==> config.mk <==
export PLATFORM = sky130hd
export DESIGN_NAME = pipe_ctrl
export DESIGN_NICKNAME = d
export VERILOG_FILES = /design/src/rtl/pipe_ctrl.sv
export SDC_FILE = /design/constraint.sdc
export NUM_CORES = 1
export LEC_CHECK = 0
export BUFFER_PORTS_ARGS = -buffer_cell sky130_fd_sc_hd__buf_2
export CAP_MARGIN = 0
export CELL_PAD_IN_SITES_DETAIL_PLACEMENT = 1
export CELL_PAD_IN_SITES_GLOBAL_PLACEMENT = 1
export CORE_ASPECT_RATIO = 0.8
export CORE_MARGIN = 2
export CORE_UTILIZATION = 28
export DETAILED_ROUTE_END_ITERATION = 7
export PLACE_DENSITY_LB_ADDON = 0.1
export SYNTH_ARGS = -nofsm -noshare
export SYNTH_HDL_FRONTEND = slang
export SYNTH_SLANG_ARGS = --single-unit
==> constraint.sdc <==
create_clock -name clk -period 1.5 [get_ports clk]
set_input_delay 0.3 -clock clk [delete_from_list [all_inputs] [get_ports clk]]
set_output_delay 0.3 -clock clk [all_outputs]
set_load 0.01 [all_outputs]
==> src/rtl/pipe_ctrl.sv <==
// pipe_ctrl -- pipeline hazard controller.
//
// Produces per-stage stall and flush vectors for load-use hazards,
// branch-operand waits, multi-cycle EX operations and external memory
// stalls. It also drives the PC redirect for exceptions and eret.
// A small handshake FSM issues a single-cycle start pulse to the
// multi-cycle unit. An exception raised while an external stall is active
// is held pending and fires in the first cycle the stall is released.
//
// Optional feature macro: PIPE_CTRL_PERF_EN
//   defined   : saturating stall-cycle and redirect counters are built
//   undefined : perf_stall_cyc / perf_flush_cnt are tied to 0
//
// Ports:
//   clk, resetn            clock, asynchronous active-low reset
//   id_rs, id_rt           ID-stage source registers
//   ex_rmem, ex_rt         load in EX and its destination register
//   mem_rmem, mem_rt       load in MEM and its destination register
//   id_br_stall            branch in ID waiting on an operand
//   mc_req, mc_ready       multi-cycle op present in EX / result valid pulse
//   mc_start               one-cycle start pulse to the multi-cycle unit
//   ext_stall              external bus stall (IF or MEM)
//   exc_valid, exc_eret    exception / eret raised in MEM
//   exc_epc                CP0 EPC (eret target)
//   stall, flush           per-stage hold / bubble insert (index 0 = IF)
//   redirect_valid/_pc     PC redirect request and target
//   perf_stall_cyc         cycles with stall[0] asserted
//   perf_flush_cnt         redirect cycles

module pipe_ctrl #(
  parameter int          NSTAGE  = 5,
  parameter int          RW      = 5,
  parameter logic [31:0] EXC_VEC = 32'hBFC00380,
  parameter int          CNT_W   = 32
) (
  input  logic              clk,
  input  logic              resetn,
  input  logic [RW-1:0]     id_rs,
  input  logic [RW-1:0]     id_rt,
  input  logic              ex_rmem,
  input  logic              mem_rmem,
  input  logic [RW-1:0]     ex_rt,
  input  logic [RW-1:0]     mem_rt,
  input  logic              id_br_stall,
  input  logic              mc_req,
  input  logic              mc_ready,
  output logic              mc_start,
  input  logic              ext_stall,
  input  logic              exc_valid,
  input  logic              exc_eret,
  input  logic [31:0]       exc_epc,
  output logic [NSTAGE-1:0] stall,
  output logic [NSTAGE-1:0] flush,
  output logic              redirect_valid,
  output logic [31:0]       redirect_pc,
  output logic [CNT_W-1:0]  perf_stall_cyc,
  output logic [CNT_W-1:0]  perf_flush_cnt
);

  typedef enum logic [1:0] {
    ST_IDLE = 2'd0,
    ST_BUSY = 2'd1,
    ST_DONE = 2'd2
  } mc_state_t;

  mc_state_t          state_r;
  mc_state_t          state_nxt_s;

  logic               pend_v_r;
  logic               pend_eret_r;
  logic [31:0]        pend_epc_r;

  logic               lu_s;
  logic               mc_hold_s;
  logic               hold_s;
  logic               fire_s;
  logic               fire_eret_s;
  logic [31:0]        fire_epc_s;
  logic               flush_ex_s;
  logic               mc_start_s;
  logic [NSTAGE-1:0]  stall_s;
  logic [NSTAGE-1:0]  flush_s;
  logic [31:0]        redirect_pc_s;

  // Load-use hazard detection; register 0 is never a real dependency.
  always_comb begin
    lu_s = 1'b0;
    if (ex_rmem && (ex_rt != {RW{1'b0}}) && ((ex_rt == id_rs) || (ex_rt == id_rt))) begin
      lu_s = 1'b1;
    end else if (mem_rmem && (mem_rt != {RW{1'b0}}) && ((mem_rt == id_rs) || (mem_rt == id_rt))) begin
      lu_s = 1'b1;
    end else begin
      lu_s = 1'b0;
    end
  end

  // Exception selection: a pending exception takes priority over a live one,
  // and nothing fires while the external stall is still asserted.
  always_comb begin
    fire_s      = 1'b0;
    fire_eret_s = 1'b0;
    fire_epc_s  = 32'h0000_0000;
    if (ext_stall) begin
      fire_s = 1'b0;
    end else if (pend_v_r) begin
      fire_s      = 1'b1;
      fire_eret_s = pend_eret_r;
      fire_epc_s  = pend_epc_r;
    end else if (exc_valid) begin
      fire_s      = 1'b1;
      fire_eret_s = exc_eret;
      fire_epc_s  = exc_epc;
    end else begin
      fire_s = 1'b0;
    end
  end

  // Stall / flush vectors. DONE never holds; an exception overrides all.
  always_comb begin
    mc_hold_s = ((state_r == ST_IDLE) && mc_req) || ((state_r == ST_BUSY) && !mc_ready);
    hold_s    = mc_hold_s || ext_stall;
    stall_s   = {NSTAGE{1'b0}};
    flush_s   = {NSTAGE{1'b0}};
    if (fire_s) begin
      stall_s = {NSTAGE{1'b0}};
      flush_s = {NSTAGE{1'b1}};
    end else begin
      stall_s    = {NSTAGE{hold_s}};
      stall_s[0] = lu_s || id_br_stall || hold_s;
      stall_s[1] = lu_s || id_br_stall || hold_s;
      flush_s[2] = (lu_s || id_br_stall) && !hold_s;
    end
    // Any bubble into EX kills whatever multi-cycle op sat there.
    flush_ex_s = flush_s[2];
  end

  // Multi-cycle handshake next-state and start pulse.
  always_comb begin
    state_nxt_s = state_r;
    mc_start_s  = 1'b0;
    if (flush_ex_s) begin
      state_nxt_s = ST_IDLE;
      mc_start_s  = 1'b0;
    end else begin
      case (state_r)
        ST_IDLE: begin
          if (mc_req && !ext_stall) begin
            state_nxt_s = ST_BUSY;
            mc_start_s  = 1'b1;
          end else begin
            state_nxt_s = ST_IDLE;
          end
        end
        ST_BUSY: begin
          if (mc_ready) begin
            state_nxt_s = ext_stall ? ST_DONE : ST_IDLE;
          end else begin
            state_nxt_s = ST_BUSY;
          end
        end
        ST_DONE: begin
          if (!ext_stall) begin
            state_nxt_s = ST_IDLE;
          end else begin
            state_nxt_s = ST_DONE;
          end
        end
        default: begin
          state_nxt_s = ST_IDLE;
        end
      endcase
    end
  end

  // Multi-cycle FSM state register.
  always_ff @(posedge clk or negedge resetn) begin
    if (!resetn) begin
      state_r <= ST_IDLE;
    end else begin
      state_r <= state_nxt_s;
    end
  end

  // Pending exception capture: latch during an external stall, clear on fire.
  always_ff @(posedge clk or negedge resetn) begin
    if (!resetn) begin
      pend_v_r    <= 1'b0;
      pend_eret_r <= 1'b0;
      pend_epc_r  <= 32'h0000_0000;
    end else if (fire_s) begin
      pend_v_r <= 1'b0;
    end else if (exc_valid && ext_stall && !pend_v_r) begin
      pend_v_r    <= 1'b1;
      pend_eret_r <= exc_eret;
      pend_epc_r  <= exc_epc;
    end else begin
      pend_v_r <= pend_v_r;
    end
  end

  // Output drive; everything is forced quiet while reset is asserted.
  always_comb begin
    redirect_pc_s = fire_eret_s ? fire_epc_s : EXC_VEC;
    if (resetn) begin
      stall          = stall_s;
      flush          = flush_s;
      mc_start       = mc_start_s;
      redirect_valid = fire_s;
      redirect_pc    = fire_s ? redirect_pc_s : 32'h0000_0000;
    end else begin
      stall          = {NSTAGE{1'b0}};
      flush          = {NSTAGE{1'b0}};
      mc_start       = 1'b0;
      redirect_valid = 1'b0;
      redirect_pc    = 32'h0000_0000;
    end
  end

`ifdef PIPE_CTRL_PERF_EN
  localparam logic [CNT_W-1:0] CNT_ONE = {{(CNT_W-1){1'b0}}, 1'b1};
  localparam logic [CNT_W-1:0] CNT_MAX = {CNT_W{1'b1}};

  logic [CNT_W-1:0] stall_cnt_r;
  logic [CNT_W-1:0] flush_cnt_r;

  // Saturating performance counters.
  always_ff @(posedge clk or negedge resetn) begin
    if (!resetn) begin
      stall_cnt_r <= {CNT_W{1'b0}};
      flush_cnt_r <= {CNT_W{1'b0}};
    end else begin
      if (stall[0] && (stall_cnt_r != CNT_MAX)) begin
        stall_cnt_r <= stall_cnt_r + CNT_ONE;
      end else begin
        stall_cnt_r <= stall_cnt_r;
      end
      if (redirect_valid && (flush_cnt_r != CNT_MAX)) begin
        flush_cnt_r <= flush_cnt_r + CNT_ONE;
      end else begin
        flush_cnt_r <= flush_cnt_r;
      end
    end
  end

  assign perf_stall_cyc = stall_cnt_r;
  assign perf_flush_cnt = flush_cnt_r;
`else
  assign perf_stall_cyc = {CNT_W{1'b0}};
  assign perf_flush_cnt = {CNT_W{1'b0}};
`endif

endmodule
======== After elaboration in Yosys (flattened, before gate mapping) ========
Index checks and enable logic that the tools add are counted.
Widths: inputs -> output; s select.
word-level totals
  logic and storage cells ................. 67
  input port bits ......................... 62
  output and inout port bits .............. 108
  register bits ........................... 36
operators by class
  reduce and logical (&&, ||, !) cells .... 25
  equal/unequal tests ..................... 6
  muxes and demuxes ....................... 31
  bitwise logic cells ..................... 1
operator list
  kind                count
  $mux 32             6
  $eq 5x5->1          4
  $mux 1              17
  $mux 5              3
  $logic_and 1x1->1   10
  $reduce_bool 5->1   2
  $mux 2              4
  $logic_or 1x1->1    6
  $pmux 2 s3          1
  $logic_not 1->1     4
  $eq 2x1->1 const B  1
  $eq 2x2->1 const B  1
  $logic_not 2->1     1
  $reduce_and 2->1    1
  $reduce_bool 2->1   1
  $not 1->1           1

======== Depth between registers and ports, before layout ========
Gate-level depths: netlist of run 1.
  depth after elaboration ................. 10
  depth in mapped cells ................... 7
  gate-level depth less buffers ........... 5

======== Worst setup path before layout of run 1 ========
Ideal clock, no wire load.
  kind .................................... in2out
  start ................................... input port ex_rt[1]
  end ..................................... output port stall[1]
  path buffers ............................ 1
  required time ........................... 1.200 ns
  setup slack ............................. -0.172 ns
  arrival ................................. 1.372 ns
  stages on the path ...................... 4
  cells stage by stage .................... or4_1 -> o221ai_1 -> a31oi_1 -> buf_4
between the ends
  longest elaborated chain between the ends .. 8
  elaborated cells on any way between the ends .. 11
  those cells by class .................... 2 x eq/ne; 3 x mux; 6 x reduce/logical
ends and longest elaborated chain
  item                                                          line  source
  from (decl)                                                   42    input logic [RW-1:0] ex_rt,
  $eq 5x5->1 / $reduce_bool 5->1 (equally long branches)        88    if (ex_rmem && (ex_rt != {RW{1'b0}}) && ((ex_rt == id_rs) || (ex_rt == id_rt))) begin
  $logic_or 1x1->1 / $logic_and 1x1->1 (equally long branches)  88
  $logic_and 1x1->1 (*)                                         88
  $mux 1 (*)                                                    88
  $logic_or 1x1->1 (*) (2 in a row)                             130   stall_s[1] = lu_s || id_br_stall || hold_s;
  $mux 5 (*)                                                    124   if (fire_s) begin
  $mux 5 (*)                                                    204   if (resetn) begin
  to (decl)                                                     52    output logic [NSTAGE-1:0] stall,
Every way passes the cells marked *; elsewhere a longest branch is shown, timed or not.

======== Worst setup path after layout of run 1 ========
  start ................................... register pend_v_r
  end ..................................... output port redirect_pc[12]
between the ends
  longest elaborated chain between the ends .. 5
  elaborated cells on any way between the ends .. 9
  those cells by class .................... 9 x mux
ends and longest elaborated chain
  item                                      line  source
  from (decl)                               69    logic pend_v_r;
  from (signal assigned)                    197   pend_v_r <= pend_v_r;
  $mux 32 / $mux 1 (equally long branches)  105   end else if (pend_v_r) begin
  $mux 32 / $mux 1 (equally long branches)  103   if (ext_stall) begin
  $mux 32                                   203   redirect_pc_s = fire_eret_s ? fire_epc_s : EXC_VEC;
  $mux 32 (*)                               209   redirect_pc = fire_s ? redirect_pc_s : 32'h0000_0000;
  $mux 32 (*)                               204
  to (decl)                                 55    output logic [31:0] redirect_pc,
Marked as above.

==> run summary, run 1 <==
cell with the largest stage delay on the worst path - sky130_fd_sc_hd__dfrtp_2
starting utilization of the core area - 28.5%
status - finished with violations
maximum clock insertion buffer count - 2
cell area after synthesis - 0.00272 mm²
adder and majority cell fraction of the synthesized area - 0%
WL per Instance - 15.0 µm
part of the total power dissipated in combinational logic - 32.5%
static leakage - 1.85 nW
fraction of power spent switching nets - 30.5%
setup tns final - -22.53 ns
Cell Int Power - 0.00229 W
portion of the post-synthesis area used by sequential elements - 33.1%
summed area of non-filler cells in the final layout - 0.00410 mm²
floorplan die width - 114 µm
Bufs and invs on worst path - 4
max cap viols - 0
Ports - 170
synthesized flop and latch total - 36
number of antenna violations at the first check in global routing - 0
remaining global-route overflow - 0
vias in the first global route - 2265
detailed-routing iteration count for the pre-antenna-repair pass - 4
H-tree depth reported by CTS - 2
Routed Wire Length - 7880 µm
all-layer global routing usage - 14.7%
cells along the critical path - buf_4 -> buf_6 -> buf_12 -> a22oi_1 -> nor2_4 -> buf_6
crit-path max cell delay - 0.43 ns
unrepaired setup endpoints after global routing - yes
ratio of final minimum period to clock period - 127%
leading cell type in the layout, fill and taps excluded - sky130_fd_sc_hd__buf_2
class of the tightest hold or removal check - primary input to async pin
part of the power in registers - 38.4%
required arrival time at the worst endpoint - 1.20 ns
total number of placement rows - 32
mux share of post-synthesis cell area - 13.7%
top achievable clock speed - 0.527 GHz
clock transition at the register clock pins on the worst setup and hold paths after CTS - 0.05 ns
estimated wirelength of the detail-placed design - 5650 µm
synthesized-area fraction occupied by ao, oa, aoi and oai cells - 13.7%
Final min period - 1.90 ns
minimum setup slack among reg-to-reg paths - -0.30 ns
post-synthesis average cell area - 9.65 µm²
clk sink count - 36
Max Transition Viols Final - 0
Iter 0 DRT Violations - 57
xor and xnor area share after synthesis - 6.44%
Skew-Pair Late Insertion Delay - 0.27 ns
global-route wire length before repair - 12100 µm
combinational family with the most area after synthesis - buffers and inverters
last weighted congestion value of the routability-driven placer - 0.690
power spent charging and discharging nets - 0.00100 W
number of buffers created by CTS - 5
Warnings, synthesis - 0
cell family contributing the most delay on the critical path - buffers and inverters
area delta synth->final - 50.7%
filler cell count in the final layout - 1111
combined flip-flop and latch cell area - 902 µm²
Mapped Cells - 282
number of unique standard cell types used by synthesis - 34
number of hold violations in the final report - 0
worst clock skew - 0.00596 ns
share of cells above drive strength 1 - 63.2%
Critical Path Fanout Max - 7
multi-input gate area in the final layout - 0.00181 mm²
worst ir drop on vdd - 0.380 mV
root buffer selected by CTS - sky130_fd_sc_hd__clkbuf_16
worst hold margin - 0.220 ns
data arrival time of the critical path - 1.60 ns
count of vias placed by the detailed router - 2274
clock tree from TritonCTS - built
number of diodes - 0
power density over the cells - 804 mW/mm²
failing checks - setup timing
power share of the clock group - 29.1%
Worst setup EP type - output pin
Placement Cell Area - 0.00336 mm²
final net count - 467
via density per instance - 4.34
critical path's most frequent cell - sky130_fd_sc_hd__buf_6
total of endpoints with negative setup slack in the final report - 77
number of buffer cells added on primary ports - 105
largest net degree at the start of global routing - 35
die height - 92.2 µm
post-route DRC violation count - 0
most frequent cells in the layout - sky130_fd_sc_hd__buf_2, sky130_fd_sc_hd__conb_1, sky130_fd_sc_hd__dfrtp_1
Crit Path Class - flop to output pin
antenna viol nets, final - 0
startpoint type of the worst setup path - flop
Floorplan Core Area - 0.00953 mm²
worst path setup slack after routing - -0.398 ns
Post-Synth Simple-Gate Area - 9.20%
DIE AREA - 0.0105 mm²
## synthesized netlist by cell type
master                     count  area share, %
sky130_fd_sc_hd__a211oi_1      1           0.28
sky130_fd_sc_hd__a21boi_0      1           0.28
sky130_fd_sc_hd__a21oi_1      13            2.4
sky130_fd_sc_hd__a22oi_1      32            8.8
sky130_fd_sc_hd__a22oi_2       1           0.46
sky130_fd_sc_hd__a31oi_1       3           0.69
sky130_fd_sc_hd__buf_2         4           0.74
sky130_fd_sc_hd__buf_4        73             20
sky130_fd_sc_hd__buf_6         5            2.1
sky130_fd_sc_hd__clkbuf_1      5           0.69
sky130_fd_sc_hd__conb_1        1           0.14
sky130_fd_sc_hd__dfrtp_1      36             33
sky130_fd_sc_hd__inv_1         1           0.14
sky130_fd_sc_hd__mux2_1        2           0.83
sky130_fd_sc_hd__mux2_2       31             13
sky130_fd_sc_hd__nand2_1       4           0.55
sky130_fd_sc_hd__nand2_2       1           0.23
sky130_fd_sc_hd__nand2_4       1           0.41
sky130_fd_sc_hd__nand2b_1      3           0.69
sky130_fd_sc_hd__nand3_1       4           0.74
sky130_fd_sc_hd__nand3b_1      1           0.28
sky130_fd_sc_hd__nor2_1       22            3.0
sky130_fd_sc_hd__nor2_2        4           0.92
sky130_fd_sc_hd__nor2b_1       1           0.23
sky130_fd_sc_hd__nor2b_2       1           0.32
sky130_fd_sc_hd__nor3_1        4           0.74
sky130_fd_sc_hd__o21ai_0       1           0.18
sky130_fd_sc_hd__o221ai_1      1           0.32
sky130_fd_sc_hd__o22ai_1       1           0.23
sky130_fd_sc_hd__or2_2         2           0.46
sky130_fd_sc_hd__or2_4         1           0.32
sky130_fd_sc_hd__or4_1         1           0.28
sky130_fd_sc_hd__xnor2_1      16            5.2
sky130_fd_sc_hd__xor2_1        4            1.3
## area by class of cell
class	instances	area share, %
Multi-Input combinational cell	221	44.1
Timing Repair Buffer	140	26.9
Sequential cell	36	22.0
Tap cell	119	3.63
Clock buffer	6	3.14
Clock inverter	1	0.122
Inverter	1	0.0916
## worst register-to-register path: cells and delay by family (launching register included)
kind                   cells  cell delay [ns]
buffers and inverters      5             0.75
muxes                      1             0.30
DFF                        1             0.43
and+or+nand+nor            2             0.20
## per-layer routing
metal,up-vias,track usage (%),wire (µm)
met5,-,0,0
met4,0,3.25,99
met3,8,2.97,372
met2,85,23.6,3790
met1,1095,20.3,3620
li1,1086,-,-
## state kept, by name, indices dropped and copies added, names as in the netlist
register     count
pend_epc_r      32
pend_eret_r      1
pend_v_r         1
state_r          2
## cells by family after synthesis
family                 Yosys count
AO/OA/AOI/OAI                   54
XOR/XNOR                        20
buffers and inverters           88
flip-flops                      36
multiplexers                    33
other                            1
AND/OR/NAND/NOR                 50
## what timing repair did
item / CTS / global route
setup buffers: 5 / 1
endpoints found under the hold margin: 2 / 0
endpoints found under the setup margin: 77 / 77
hold buffers: 1 / 0
resized for setup: 65 / 18
gates cloned: 2 / 4
pin swaps: 3 / 4
## stage by stage
| step | instances | total power (W) | worst slack, ns | utilization, % |
|---|---|---|---|---|
| floorplan | 345 | 0.00195 | -0.0952 | - |
| global placement | 504 | 0.00210 | -0.229 | 35.3 |
| detailed placement | 504 | 0.00212 | -0.274 | 35.3 |
| CTS | 519 | 0.00325 | -0.408 | 41.0 |
| global route | 524 | 0.00349 | -0.447 | 43.0 |
| finish | 524 | 0.00330 | -0.398 | 43.0 |
## worst paths after layout
kind / start / endpoint / depth (start not counted)
setup / recovery: pend_v_r$_DFFE_PN0P_ / redirect_pc[12] / 6
hold / removal: resetn / pend_epc_r[24]$_DFFE_PN0P_ / 3
max in group asynchronous: resetn / state_r[0]$_DFF_PN0_ / 3
setup reg to reg: pend_v_r$_DFFE_PN0P_ / pend_epc_r[21]$_DFFE_PN0P_ / 8
min in group clk: exc_epc[21] / pend_epc_r[21]$_DFFE_PN0P_ / 2
hold reg to reg: pend_epc_r[31]$_DFFE_PN0P_ / pend_epc_r[31]$_DFFE_PN0P_ / 1
## power by group through the flow
stage	clock network [W]	logic (W)	registers, W
floorplan	0	0.000722	0.00123
global placement	0	0.000854	0.00124
detailed placement	0	0.000868	0.00125
CTS	0.000988	0.00100	0.00126
global route	0.00103	0.00117	0.00129
finish	0.000959	0.00107	0.00127
Note: power is estimated with default switching activity, not from simulation.
==> run 2: changes to the inputs <==
--- a/config.mk
+++ b/config.mk
@@ -12,6 +12,7 @@
 export CORE_ASPECT_RATIO = 0.8
 export CORE_MARGIN = 2
 export CORE_UTILIZATION = 28
+export CTS_BUF_LIST = sky130_fd_sc_hd__clkbuf_4
 export DETAILED_ROUTE_END_ITERATION = 7
 export PLACE_DENSITY_LB_ADDON = 0.1
 export SYNTH_ARGS = -nofsm -noshare
==> run summary, run 2 (synthesis results as in run 1) <==
status - finished with violations (unchanged)
failing checks - setup timing (unchanged)
starting utilization of the core area - 28.5% (unchanged)
largest net degree at the start of global routing - 35 (unchanged)
class of the tightest hold or removal check - primary input to async pin (unchanged)
total number of placement rows - 32 (unchanged)
Max Transition Viols Final - 0 (unchanged)
total power after layout - 0.00286 W (was 0.00330 W)
number of diodes - 0 (unchanged)
number of hold violations in the final report - 0 (unchanged)
register bank with the most flops - pend_epc_r (unchanged)
clock tree from TritonCTS - built (unchanged)
global-route wire length before repair - 12100 µm (about the same)
floorplan die width - 114 µm (unchanged)
worst clock skew - 0.0146 ns (was 0.00596 ns)
worst hold margin - 0.183 ns (was 0.220 ns)
post-route DRC violation count - 0 (unchanged)
clk sink count - 36 (unchanged)
leading cell type in the layout, fill and taps excluded - sky130_fd_sc_hd__buf_2 (unchanged)
DIE AREA - 0.0105 mm² (unchanged)
H-tree depth reported by CTS - 2 (unchanged)
ratio of final minimum period to clock period - 131% (was 127%)
final design utilization - 42.1% (was 43.0%)
final net count - 464 (was 467)
most frequent cells in the layout - sky130_fd_sc_hd__buf_2, sky130_fd_sc_hd__conb_1, sky130_fd_sc_hd__dfrtp_1 (unchanged)
WL per Instance - 15.2 µm (was 15.0 µm)
Skew-Pair Late Insertion Delay - 0.34 ns (was 0.27 ns)
Crit Path Class - flop to output pin (unchanged)
number of buffers created by CTS - 5 (unchanged)
die height - 92.2 µm (unchanged)
max cap viols - 0 (unchanged)
number of buffer cells added on primary ports - 105 (unchanged)
unrepaired setup endpoints after global routing - yes (unchanged)
clock transition at the register clock pins on the worst setup and hold paths after CTS - 0.11 ns (was 0.05 ns)
fraction of power spent switching nets - 34.2% (was 30.5%)
part of the total power dissipated in combinational logic - 38.0% (was 32.5%)
Floorplan Core Area - 0.00953 mm² (unchanged)
Ports - 170 (unchanged)
part of the power in registers - 44.2% (was 38.4%)
flip-flop count of the largest register after layout - 32 (unchanged)
maximum clock insertion buffer count - 2 (unchanged)
power density over the cells - 714 mW/mm² (was 804 mW/mm²)
startpoint type of the worst setup path - flop (unchanged)
via density per instance - 4.34 (about the same)
Final min period - 1.97 ns (was 1.90 ns)
all-layer global routing usage - 14.5% (was 14.7%)
remaining global-route overflow - 0 (unchanged)
area delta synth->final - 47.4% (was 50.7%)
share of cells above drive strength 1 - 63.4% (was 63.2%)
Critical Path Fanout Max - 7 (unchanged)
vias in the first global route - 2329 (was 2265)
total of endpoints with negative setup slack in the final report - 77 (unchanged)
root buffer selected by CTS - sky130_fd_sc_hd__clkbuf_4 (was sky130_fd_sc_hd__clkbuf_16)
worst ir drop on vdd - 0.271 mV (was 0.380 mV)
Routed Wire Length - 7930 µm (was 7880 µm)
static leakage - 1.79 nW (was 1.85 nW)
detailed-routing iteration count for the pre-antenna-repair pass - 4 (unchanged)
count of vias placed by the detailed router - 2259 (was 2274)
estimated wirelength of the detail-placed design - 5650 µm (unchanged)
antenna viol nets, final - 0 (unchanged)
worst path setup slack after routing - -0.469 ns (was -0.398 ns)
Cell Int Power - 0.00188 W (was 0.00229 W)
registers with the highest flip-flop counts - pend_epc_r (32), state_r (2) (unchanged)
power spent charging and discharging nets - 0.000980 W (was 0.00100 W)
number of antenna violations at the first check in global routing - 0 (unchanged)
power share of the clock group - 17.7% (was 29.1%)
data arrival time of the critical path - 1.67 ns (was 1.60 ns)
top achievable clock speed - 0.508 GHz (was 0.527 GHz)
required arrival time at the worst endpoint - 1.20 ns (about the same)
last weighted congestion value of the routability-driven placer - 0.690 (unchanged)
setup tns final - -20.92 ns (was -22.53 ns)
Worst setup EP type - output pin (unchanged)
Iter 0 DRT Violations - 59 (was 57)
run 2: changes by cell type in the layout (fill, tap and decap cells not counted), sizes merged:
cell | before | now
clkbuf | 10 | 8
buf | 135 | 134
run 2: layer usage:
metal  part of all wire (%)  GRT usage (%)  vias up
met2                     47           24.1       87
met1                     47           19.4     1082
met4                    1.0           2.95        0
met5                      0              0        -
li1                       -              -     1084
met3                    4.9           2.97        6
run 2: power by group through the flow:
| stage | combinational [W] | clock, W | sequential, W |
|---|---|---|---|
| after global placement | 0.000854 | 0 | 0.00124 |
| after floorplan | 0.000722 | 0 | 0.00123 |
| after global routing | 0.00118 | 0.000567 | 0.00129 |
| after CTS | 0.000996 | 0.000530 | 0.00126 |
| final | 0.00109 | 0.000508 | 0.00127 |
| after detailed placement | 0.000868 | 0 | 0.00125 |
run 2: path summary, 6_finish.rpt:
kind | startpoint | end | slack [ns] | cells past startpoint
worst max-delay path | pend_v_r$_DFFE_PN0P_ | redirect_pc[4] | -0.47 | 7
min in group clk | exc_epc[24] | pend_epc_r[24]$_DFFE_PN0P_ | 0.21 | 2
worst min register to register | pend_epc_r[24]$_DFFE_PN0P_ | pend_epc_r[24]$_DFFE_PN0P_ | 0.53 | 1
worst min-delay path | resetn | pend_epc_r[29]$_DFFE_PN0P_ | 0.18 | 3
max in group asynchronous | resetn | state_r[0]$_DFF_PN0_ | 0.90 | 3
worst max register to register | pend_v_r$_DFFE_PN0P_ | pend_epc_r[21]$_DFFE_PN0P_ | -0.12 | 7
run 2: final cells by class:
type	instances	area [µm²]
Multi-Input combinational cell	221	1860
Clock buffer	6	45.0
Fill cell	1106	5520
Tap cell	119	149
Inverter	1	3.75
Sequential cell	36	902
Clock inverter	1	5.00
Timing Repair Buffer	137	1040
run 2: timing repair:
item / 4_1_cts / 5_1_grt
endpoints found under the setup margin: 77 / 77
hold buffers: 1 / 0
cloned: 1 / 3
buffers inserted: 4 / 3
resized for setup: 67 / 30
endpoints found under the hold margin: 2 / 0
pin swaps: 2 / 10
run 2: stage by stage:
stage / cells / instance area, µm² / setup WS [ns]
final: 521 / 4010 / -0.469
after detailed placement: 504 / 3360 / -0.274
after global routing: 521 / 4010 / -0.542
after global placement: 504 / 3360 / -0.229
after CTS: 517 / 3800 / -0.476
after floorplan: 345 / 3150 / -0.0952
run 2: critical path: stages, from the launching register on:
cell and delay [ns]:
sky130_fd_sc_hd__dfrtp_2 0.45, sky130_fd_sc_hd__buf_4 0.16, sky130_fd_sc_hd__buf_6 0.14, sky130_fd_sc_hd__buf_12 0.14, sky130_fd_sc_hd__a22oi_2 0.15, sky130_fd_sc_hd__buf_4 0.14
sky130_fd_sc_hd__nor2_4 0.03, sky130_fd_sc_hd__buf_2 0.13
